### config.mk
export PLATFORM = sky130hd
export DESIGN_NAME = snn_system_flat
export DESIGN_NICKNAME = d
export VERILOG_FILES = /design/src/rtl/snn_if.sv /design/src/rtl/snn_system.sv /design/src/flat_wrapper.sv
export SDC_FILE = /design/constraint.sdc
export NUM_CORES = 1
export LEC_CHECK = 0
export BUFFER_PORTS_ARGS = -buffer_cell sky130_fd_sc_hd__clkbuf_2
export CAP_MARGIN = 20
export CORE_MARGIN = 2
export CORE_UTILIZATION = 55
export DETAILED_ROUTE_END_ITERATION = 7
export PLACE_DENSITY = 0.9
export SYNTH_ARGS = -nofsm -noshare
export SYNTH_HDL_FRONTEND = slang
export SYNTH_SLANG_ARGS = --single-unit
### constraint.sdc
create_clock -name clk -period 9.2 [get_ports clk]
set_input_delay 0.46 -clock clk [delete_from_list [all_inputs] [get_ports clk]]
set_output_delay 0.46 -clock clk [all_outputs]
set_load 0.1 [all_outputs]
### src/rtl/snn_if.sv
// Configuration and observation bundle of the single-synapse SNN demonstrator.
// The master drives pixel, weights, thresholds, leaks and refractory lengths.
// The slave returns the encoder, LFSR and neuron state.
interface snn_if #(
    parameter int WIDTH = 16
);
    logic [WIDTH-1:0] pixel_value;
    logic [WIDTH-1:0] weight1;
    logic [WIDTH-1:0] weight2;
    logic [WIDTH-1:0] threshold1;
    logic [WIDTH-1:0] threshold2;
    logic [WIDTH-1:0] leak_value1;
    logic [WIDTH-1:0] leak_value2;
    logic [7:0]       tref1;
    logic [7:0]       tref2;
    logic [WIDTH-1:0] memb_potential_out1;
    logic [WIDTH-1:0] memb_potential_out2;
    logic             spike_out1;
    logic             spike_out2;
    logic [7:0]       tr1;
    logic [7:0]       tr2;
    logic             spike_train;
    logic [WIDTH-1:0] random_number;

    modport master (
        output pixel_value, weight1, weight2, threshold1, threshold2,
               leak_value1, leak_value2, tref1, tref2,
        input  memb_potential_out1, memb_potential_out2, spike_out1, spike_out2,
               tr1, tr2, spike_train, random_number
    );

    modport slave (
        input  pixel_value, weight1, weight2, threshold1, threshold2,
               leak_value1, leak_value2, tref1, tref2,
        output memb_potential_out1, memb_potential_out2, spike_out1, spike_out2,
               tr1, tr2, spike_train, random_number
    );
endinterface

### src/rtl/snn_system.sv
// Rate encoder (LFSR compared against pixel) feeding two LIF neurons in series.
// Neuron 2 is driven by neuron 1's registered spike.
module snn_system #(
    parameter int             WIDTH     = 16,
    parameter logic [WIDTH-1:0] LFSR_SEED = 16'hACE1
) (
    input logic  clk,
    input logic  rst,
    snn_if.slave bus
);
    typedef struct packed {
        logic [WIDTH-1:0] pot;
        logic             spike;
        logic [7:0]       tr;
    } lif_t;

    logic [WIDTH-1:0] lfsr_q, lfsr_d;
    lif_t             n1_q, n1_d;
    lif_t             n2_q, n2_d;
    logic             spikeTrain;

    // Saturating leaky integrate; refractory cycles hold the potential at zero.
    function automatic lif_t lifNext(
        input lif_t             cur,
        input logic             spikeIn,
        input logic [WIDTH-1:0] weight,
        input logic [WIDTH-1:0] leak,
        input logic [WIDTH-1:0] thr,
        input logic [7:0]       tref
    );
        lif_t           nxt;
        logic [WIDTH:0] a;
        logic [WIDTH:0] b;
        logic [WIDTH-1:0] v;
        a = {1'b0, cur.pot} + (spikeIn ? {1'b0, weight} : '0);
        b = (a > {1'b0, leak}) ? a - {1'b0, leak} : '0;
        v = b[WIDTH] ? '1 : b[WIDTH-1:0];
        nxt.pot   = '0;
        nxt.spike = 1'b0;
        nxt.tr    = '0;
        if (cur.tr != 8'd0) begin
            nxt.tr = cur.tr - 8'd1;
        end else if (v >= thr) begin
            nxt.spike = 1'b1;
            nxt.tr    = tref;
        end else begin
            nxt.pot = v;
        end
        return nxt;
    endfunction

    assign spikeTrain = (lfsr_q <= bus.pixel_value);

    always_comb begin
        lfsr_d = {lfsr_q[WIDTH-2:0],
                  lfsr_q[WIDTH-1] ^ lfsr_q[WIDTH-3] ^ lfsr_q[WIDTH-4] ^ lfsr_q[WIDTH-6]};
        n1_d   = lifNext(n1_q, spikeTrain, bus.weight1, bus.leak_value1,
                         bus.threshold1, bus.tref1);
        n2_d   = lifNext(n2_q, n1_q.spike, bus.weight2, bus.leak_value2,
                         bus.threshold2, bus.tref2);
    end

    always_ff @(posedge clk) begin
        if (rst) begin
            lfsr_q <= LFSR_SEED;
            n1_q   <= '0;
            n2_q   <= '0;
        end else begin
            lfsr_q <= lfsr_d;
            n1_q   <= n1_d;
            n2_q   <= n2_d;
        end
    end

    assign bus.random_number       = lfsr_q;
    assign bus.spike_train         = spikeTrain;
    assign bus.memb_potential_out1 = n1_q.pot;
    assign bus.memb_potential_out2 = n2_q.pot;
    assign bus.spike_out1          = n1_q.spike;
    assign bus.spike_out2          = n2_q.spike;
    assign bus.tr1                 = n1_q.tr;
    assign bus.tr2                 = n2_q.tr;
endmodule

### src/flat_wrapper.sv
// flat-port wrapper written by rule: the top's interface ports become plain ports
module snn_system_flat 
#(
    parameter int             WIDTH     = 16,
    parameter logic [WIDTH-1:0] LFSR_SEED = 16'hACE1
)
  (clk, rst, bus_pixel_value, bus_weight1, bus_weight2, bus_threshold1, bus_threshold2, bus_leak_value1, bus_leak_value2, bus_tref1, bus_tref2, bus_memb_potential_out1, bus_memb_potential_out2, bus_spike_out1, bus_spike_out2, bus_tr1, bus_tr2, bus_spike_train, bus_random_number);
  snn_if #(.WIDTH(WIDTH)) bus_i ();
  input logic clk;
  input logic rst;
  input wire logic [$bits(bus_i.pixel_value)-1:0] bus_pixel_value;
  input wire logic [$bits(bus_i.weight1)-1:0] bus_weight1;
  input wire logic [$bits(bus_i.weight2)-1:0] bus_weight2;
  input wire logic [$bits(bus_i.threshold1)-1:0] bus_threshold1;
  input wire logic [$bits(bus_i.threshold2)-1:0] bus_threshold2;
  input wire logic [$bits(bus_i.leak_value1)-1:0] bus_leak_value1;
  input wire logic [$bits(bus_i.leak_value2)-1:0] bus_leak_value2;
  input wire logic [$bits(bus_i.tref1)-1:0] bus_tref1;
  input wire logic [$bits(bus_i.tref2)-1:0] bus_tref2;
  output wire logic [$bits(bus_i.memb_potential_out1)-1:0] bus_memb_potential_out1;
  output wire logic [$bits(bus_i.memb_potential_out2)-1:0] bus_memb_potential_out2;
  output wire logic [$bits(bus_i.spike_out1)-1:0] bus_spike_out1;
  output wire logic [$bits(bus_i.spike_out2)-1:0] bus_spike_out2;
  output wire logic [$bits(bus_i.tr1)-1:0] bus_tr1;
  output wire logic [$bits(bus_i.tr2)-1:0] bus_tr2;
  output wire logic [$bits(bus_i.spike_train)-1:0] bus_spike_train;
  output wire logic [$bits(bus_i.random_number)-1:0] bus_random_number;
  assign bus_i.pixel_value = bus_pixel_value;
  assign bus_i.weight1 = bus_weight1;
  assign bus_i.weight2 = bus_weight2;
  assign bus_i.threshold1 = bus_threshold1;
  assign bus_i.threshold2 = bus_threshold2;
  assign bus_i.leak_value1 = bus_leak_value1;
  assign bus_i.leak_value2 = bus_leak_value2;
  assign bus_i.tref1 = bus_tref1;
  assign bus_i.tref2 = bus_tref2;
  assign bus_memb_potential_out1 = bus_i.memb_potential_out1;
  assign bus_memb_potential_out2 = bus_i.memb_potential_out2;
  assign bus_spike_out1 = bus_i.spike_out1;
  assign bus_spike_out2 = bus_i.spike_out2;
  assign bus_tr1 = bus_i.tr1;
  assign bus_tr2 = bus_i.tr2;
  assign bus_spike_train = bus_i.spike_train;
  assign bus_random_number = bus_i.random_number;
  snn_system #(.WIDTH(WIDTH), .LFSR_SEED(LFSR_SEED)) u_core (.clk(clk), .rst(rst), .bus(bus_i));
endmodule
==> parameters.txt <==
Parameter                              Value

Run status
  Outcome ... completed

Routing
  Detail-routed via count per cell ... approximately 5.8
  Per-cell routed wire length ... around 16 µm
  Routed WL ... about 20000 µm
  Antenna-violating nets left ... 0
  Drt initial violations ... around 430
  Number of design rule violations left after detail routing ... 0
  Vias ... between 7000 and 8000
  Total iterations of the first detailed-routing run ... 4

Synth
  Most repeated cell in the gate-level netlist after synthesis ... sky130_fd_sc_hd__ha_1
  Count of cell types in the netlist ... 70
  Post-Syn Instances ... between 900 and 1000
  EDFF count, synth ... 0
  Fraction of the yosys area taken by sequential cells ... 0.1797
  Syn_nets ... 1170
  Ys Warns ... 0
  Predominant post-synthesis flop cell ... sky130_fd_sc_hd__dfxtp_1
  FFs w/ async S/R, synth ... 0
  Synth top area share ... 0.1973
  List of most frequent post-synthesis cells ... 116 x sky130_fd_sc_hd__ha_1, 112 x sky130_fd_sc_hd__inv_1, 94 x sky130_fd_sc_hd__a21oi_1
  Post-synthesis register bit count ... 66
  Largest cells by area after synthesis ... sky130_fd_sc_hd__ha_1 20%, sky130_fd_sc_hd__dfxtp_1 18%, sky130_fd_sc_hd__a21oi_1 6.4%
  Area leader, netlist ... sky130_fd_sc_hd__ha_1
  Summed instance area of the synthesized netlist ... around 7400 µm²
  Post-Syn Area per Cell ... 7.994 µm²

Place
  Buffers added on ports ... roughly 200
  Final RePlAce weighted congestion ... between 1 and 1.5
  Total half-perimeter wirelength after legalization and detailed placement ... 15940 µm

Worst setup path
  Required time at the worst-slack endpoint ... approximately 9500 ps
  Reg-to-reg setup timing slack ... approximately 1400 ps
  Critical path's slowest cell ... sky130_fd_sc_hd__a221oi_1
  Critical path buffer and inverter count ... 2
  Worst Path Max Fanout ... 32
  Reg-to-reg critical path endpoint ... u_core.bus.memb_potential_out1[1]
  Worst r2r src ... u_core.bus.random_number[13]
  Levels on crit path ... 32
  Largest delay contributor family on the critical path ... compound AO/OA/AOI/OAI gates
  Critical setup path kind ... reg2reg
  Critical path's largest stage delay ... 490 ps
  Critical path data arrival time ... about 8100 ps
  Cell repeated most along the worst path ... sky130_fd_sc_hd__a21o_1
  Launching element type of the critical path ... flop
  Number of cell instances on the worst register-to-register path ... 32
  CP Capture Type ... flop

STA
  Final critical-path share of the clock period ... 0.8532
  Unrepaired setup endpoints after global routing ... false
  Actual slew at the worst max-slew pin ... between 1000 and 1500 ps
  Peak Freq ... about 0.13 GHz
  Final setup TNS ... 0 ps
  Count of final setup violators ... 0
  Max-slew headroom at the worst pin ... 0.2546
  Final hold violations ... 0
  Time the worst path needs with I/O delays and setup ... 7849 ps
  Post-Route Skew ... ~4.4 ps
  Max Transition Viols Final ... 0

Clocking
  Skew-Pair Late Insertion Delay ... ~340 ps
  Clock-pin slew of the registers on the worst-case setup and hold paths ... 60 ps
  Number of clock sinks seen by CTS ... between 60 and 70
  Root buffer cell ... sky130_fd_sc_hd__clkbuf_16
  Buffers inserted during post-CTS setup optimization ... 0
  Inserted Clock Buffers ... 9
  # resized after CTS ... 0
  Clock tree from TritonCTS ... yes
  Maximum level of the CTS H-tree ... 3
  Number of hold-repair buffers added at the cts stage ... 0
  Maximum number of buffers from clock root to sink ... 2

Global routing
  GRT Total Usage ... 0.2762
  Vias in the first global route ... between 6000 and 7000
  Total overflow reported by the global router ... 0
  Largest net degree at the start of global routing ... 33
  Number of antenna violations at the first check in global routing ... 0
  First-pass GRT wire length ... about 32000 µm

Min path
  Cell depth of the worst min-delay path ... 2
  Worst min-delay path class ... in2reg
  Hold Path End ... u_core.bus.tr1[7]
  Worst min-delay path startpoint ... bus_tref1[7]

Pwr
  LEAKAGE ... 4.746 nW
  Worst IR Drop VDD ... 0.0001363 V
  Total power divided by cell area ... between 200 and 250 nW/µm²
  PnR Total Power ... a little under 0.002 W

Cells and area
  Filler cell count ... 1063
  Nets ... between 1000 and 1500
  Area growth from synthesis to final layout ... 18.63%
  Fraction of final layout cells with drive strength greater than 1 ... 0.2279
  ANT cells ... 0

Floorplan
  Die Span X ... 119.6 µm
  Standard cell core area ... between 10000 and 15000 µm²
  Starting density of the core ... 0.5598
  DIE AREA ... 14310 µm²
  Vert. Die Dim ... between 100 and 150 µm
  Cell Rows ... between 40 and 50
  IO Count ... just under 200

Flow run
  Max-Cap Viols ... 0
[per-layer routing]
layer  part of all wire  wire [µm]  vias to the layer above  track usage
met5                  0          0                        -            0
met4              0.027        544                        0       0.1051
met3              0.067       1349                       48      0.04135
met2               0.48       9536                      350       0.4804
met1               0.43       8597                     3372       0.3438
li1                   -          -                     3630            -
[through the flow]
step           std cells  hold WS, ps  cell area [µm²]    util  setup WS, ps
3_3_place_gp        1257        456.4             8358  0.6362          1600
4_1_cts             1273        321.0             8725  0.6641          1467
5_1_grt             1273        325.0             8725  0.6641         823.2
2_1_floorplan        920        436.7             7355       -         849.2
3_5_place_dp        1257        469.3             8358  0.6362          1306
6_report            1273        322.8             8725  0.6641          1351
[report_power, final]
part,leakage (nW),switching (W),internal [W]
sequential,0.540,0.0000453,0.000331
combinational,4.03,0.000764,0.000351
clock,0.177,0.000137,0.000294
total,4.75,0.000946,0.000976
[layout by cell type (no fill, tap or decap), types with 24 or more instances in the layout]
cell                       netlist  final
sky130_fd_sc_hd__nor2_1         43     43
sky130_fd_sc_hd__a21oi_1        94     94
sky130_fd_sc_hd__and2_1         38     38
sky130_fd_sc_hd__inv_1         112    112
sky130_fd_sc_hd__xnor2_1        40     39
sky130_fd_sc_hd__a21o_1         43     43
sky130_fd_sc_hd__dfxtp_1        66     66
sky130_fd_sc_hd__o21ai_0        31     31
sky130_fd_sc_hd__nand2_1        24     24
sky130_fd_sc_hd__clkbuf_2        0    196
sky130_fd_sc_hd__ha_1          116    116
[worst register-to-register path: cells and delay by family, from the launching register on]
kind,cells,cell delay [ps]
AOI/OAI and AO/OA,21,4830
DFF,1,410
xor gates and xnor gates,2,310
buffers and inverters,2,560
adders and majority gates,4,1150
and+or+nand+nor,3,530
[worst max path at each step]
stage                     slack [ps]                            endpoint                    startpoint
final                           1350   u_core.bus.memb_potential_out1[1]  u_core.bus.random_number[13]
after global routing             820   u_core.bus.memb_potential_out1[0]   u_core.bus.random_number[1]
after CTS                       1470   u_core.bus.memb_potential_out1[6]   u_core.bus.random_number[1]
after detailed placement        1310   u_core.bus.memb_potential_out1[6]            bus_pixel_value[1]
after global placement          1600  u_core.bus.memb_potential_out1[12]           bus_pixel_value[13]
after floorplan                  850  u_core.bus.memb_potential_out1[11]  u_core.bus.random_number[15]
[cell type report]
cell class / count / area, µm² / area share
Clock buffer: 10 / 229.0 / 0.02624
Clock inverter: 6 / 137.6 / 0.01578
Inverter: 113 / 429.2 / 0.04919
Multi-Input combinational cell: 702 / 5376 / 0.6162
Sequential cell: 66 / 1321 / 0.1514
Tap cell: 176 / 220.2 / 0.02524
Timing Repair Buffer: 200 / 1011 / 0.1159
[kinds of logic (layout without fill, tap and decap cells)]
| kind of cell | count (synthesis) | count (layout) | synth area share |
|---|---|---|---|
| simple gates | 212 | 212 | 0.1567 |
| fa+ha+maj | 120 | 120 | 0.2082 |
| compound gates | 307 | 307 | 0.2868 |
| buf+inv | 152 | 329 | 0.09102 |
| flops | 66 | 66 | 0.1797 |
| xor+xnor | 63 | 63 | 0.07758 |
[sequential cells by signal, summed over array words and instances, names as in the netlist]
| signal | count |
|---|---|
| u_core.bus.memb_potential_out1 | 16 |
| u_core.bus.memb_potential_out2 | 16 |
| u_core.bus.random_number | 16 |
| u_core.bus.spike_out1 | 1 |
| u_core.bus.spike_out2 | 1 |
| u_core.bus.tr1 | 8 |
| u_core.bus.tr2 | 8 |
Note: power is estimated with default switching activity, not from simulation.
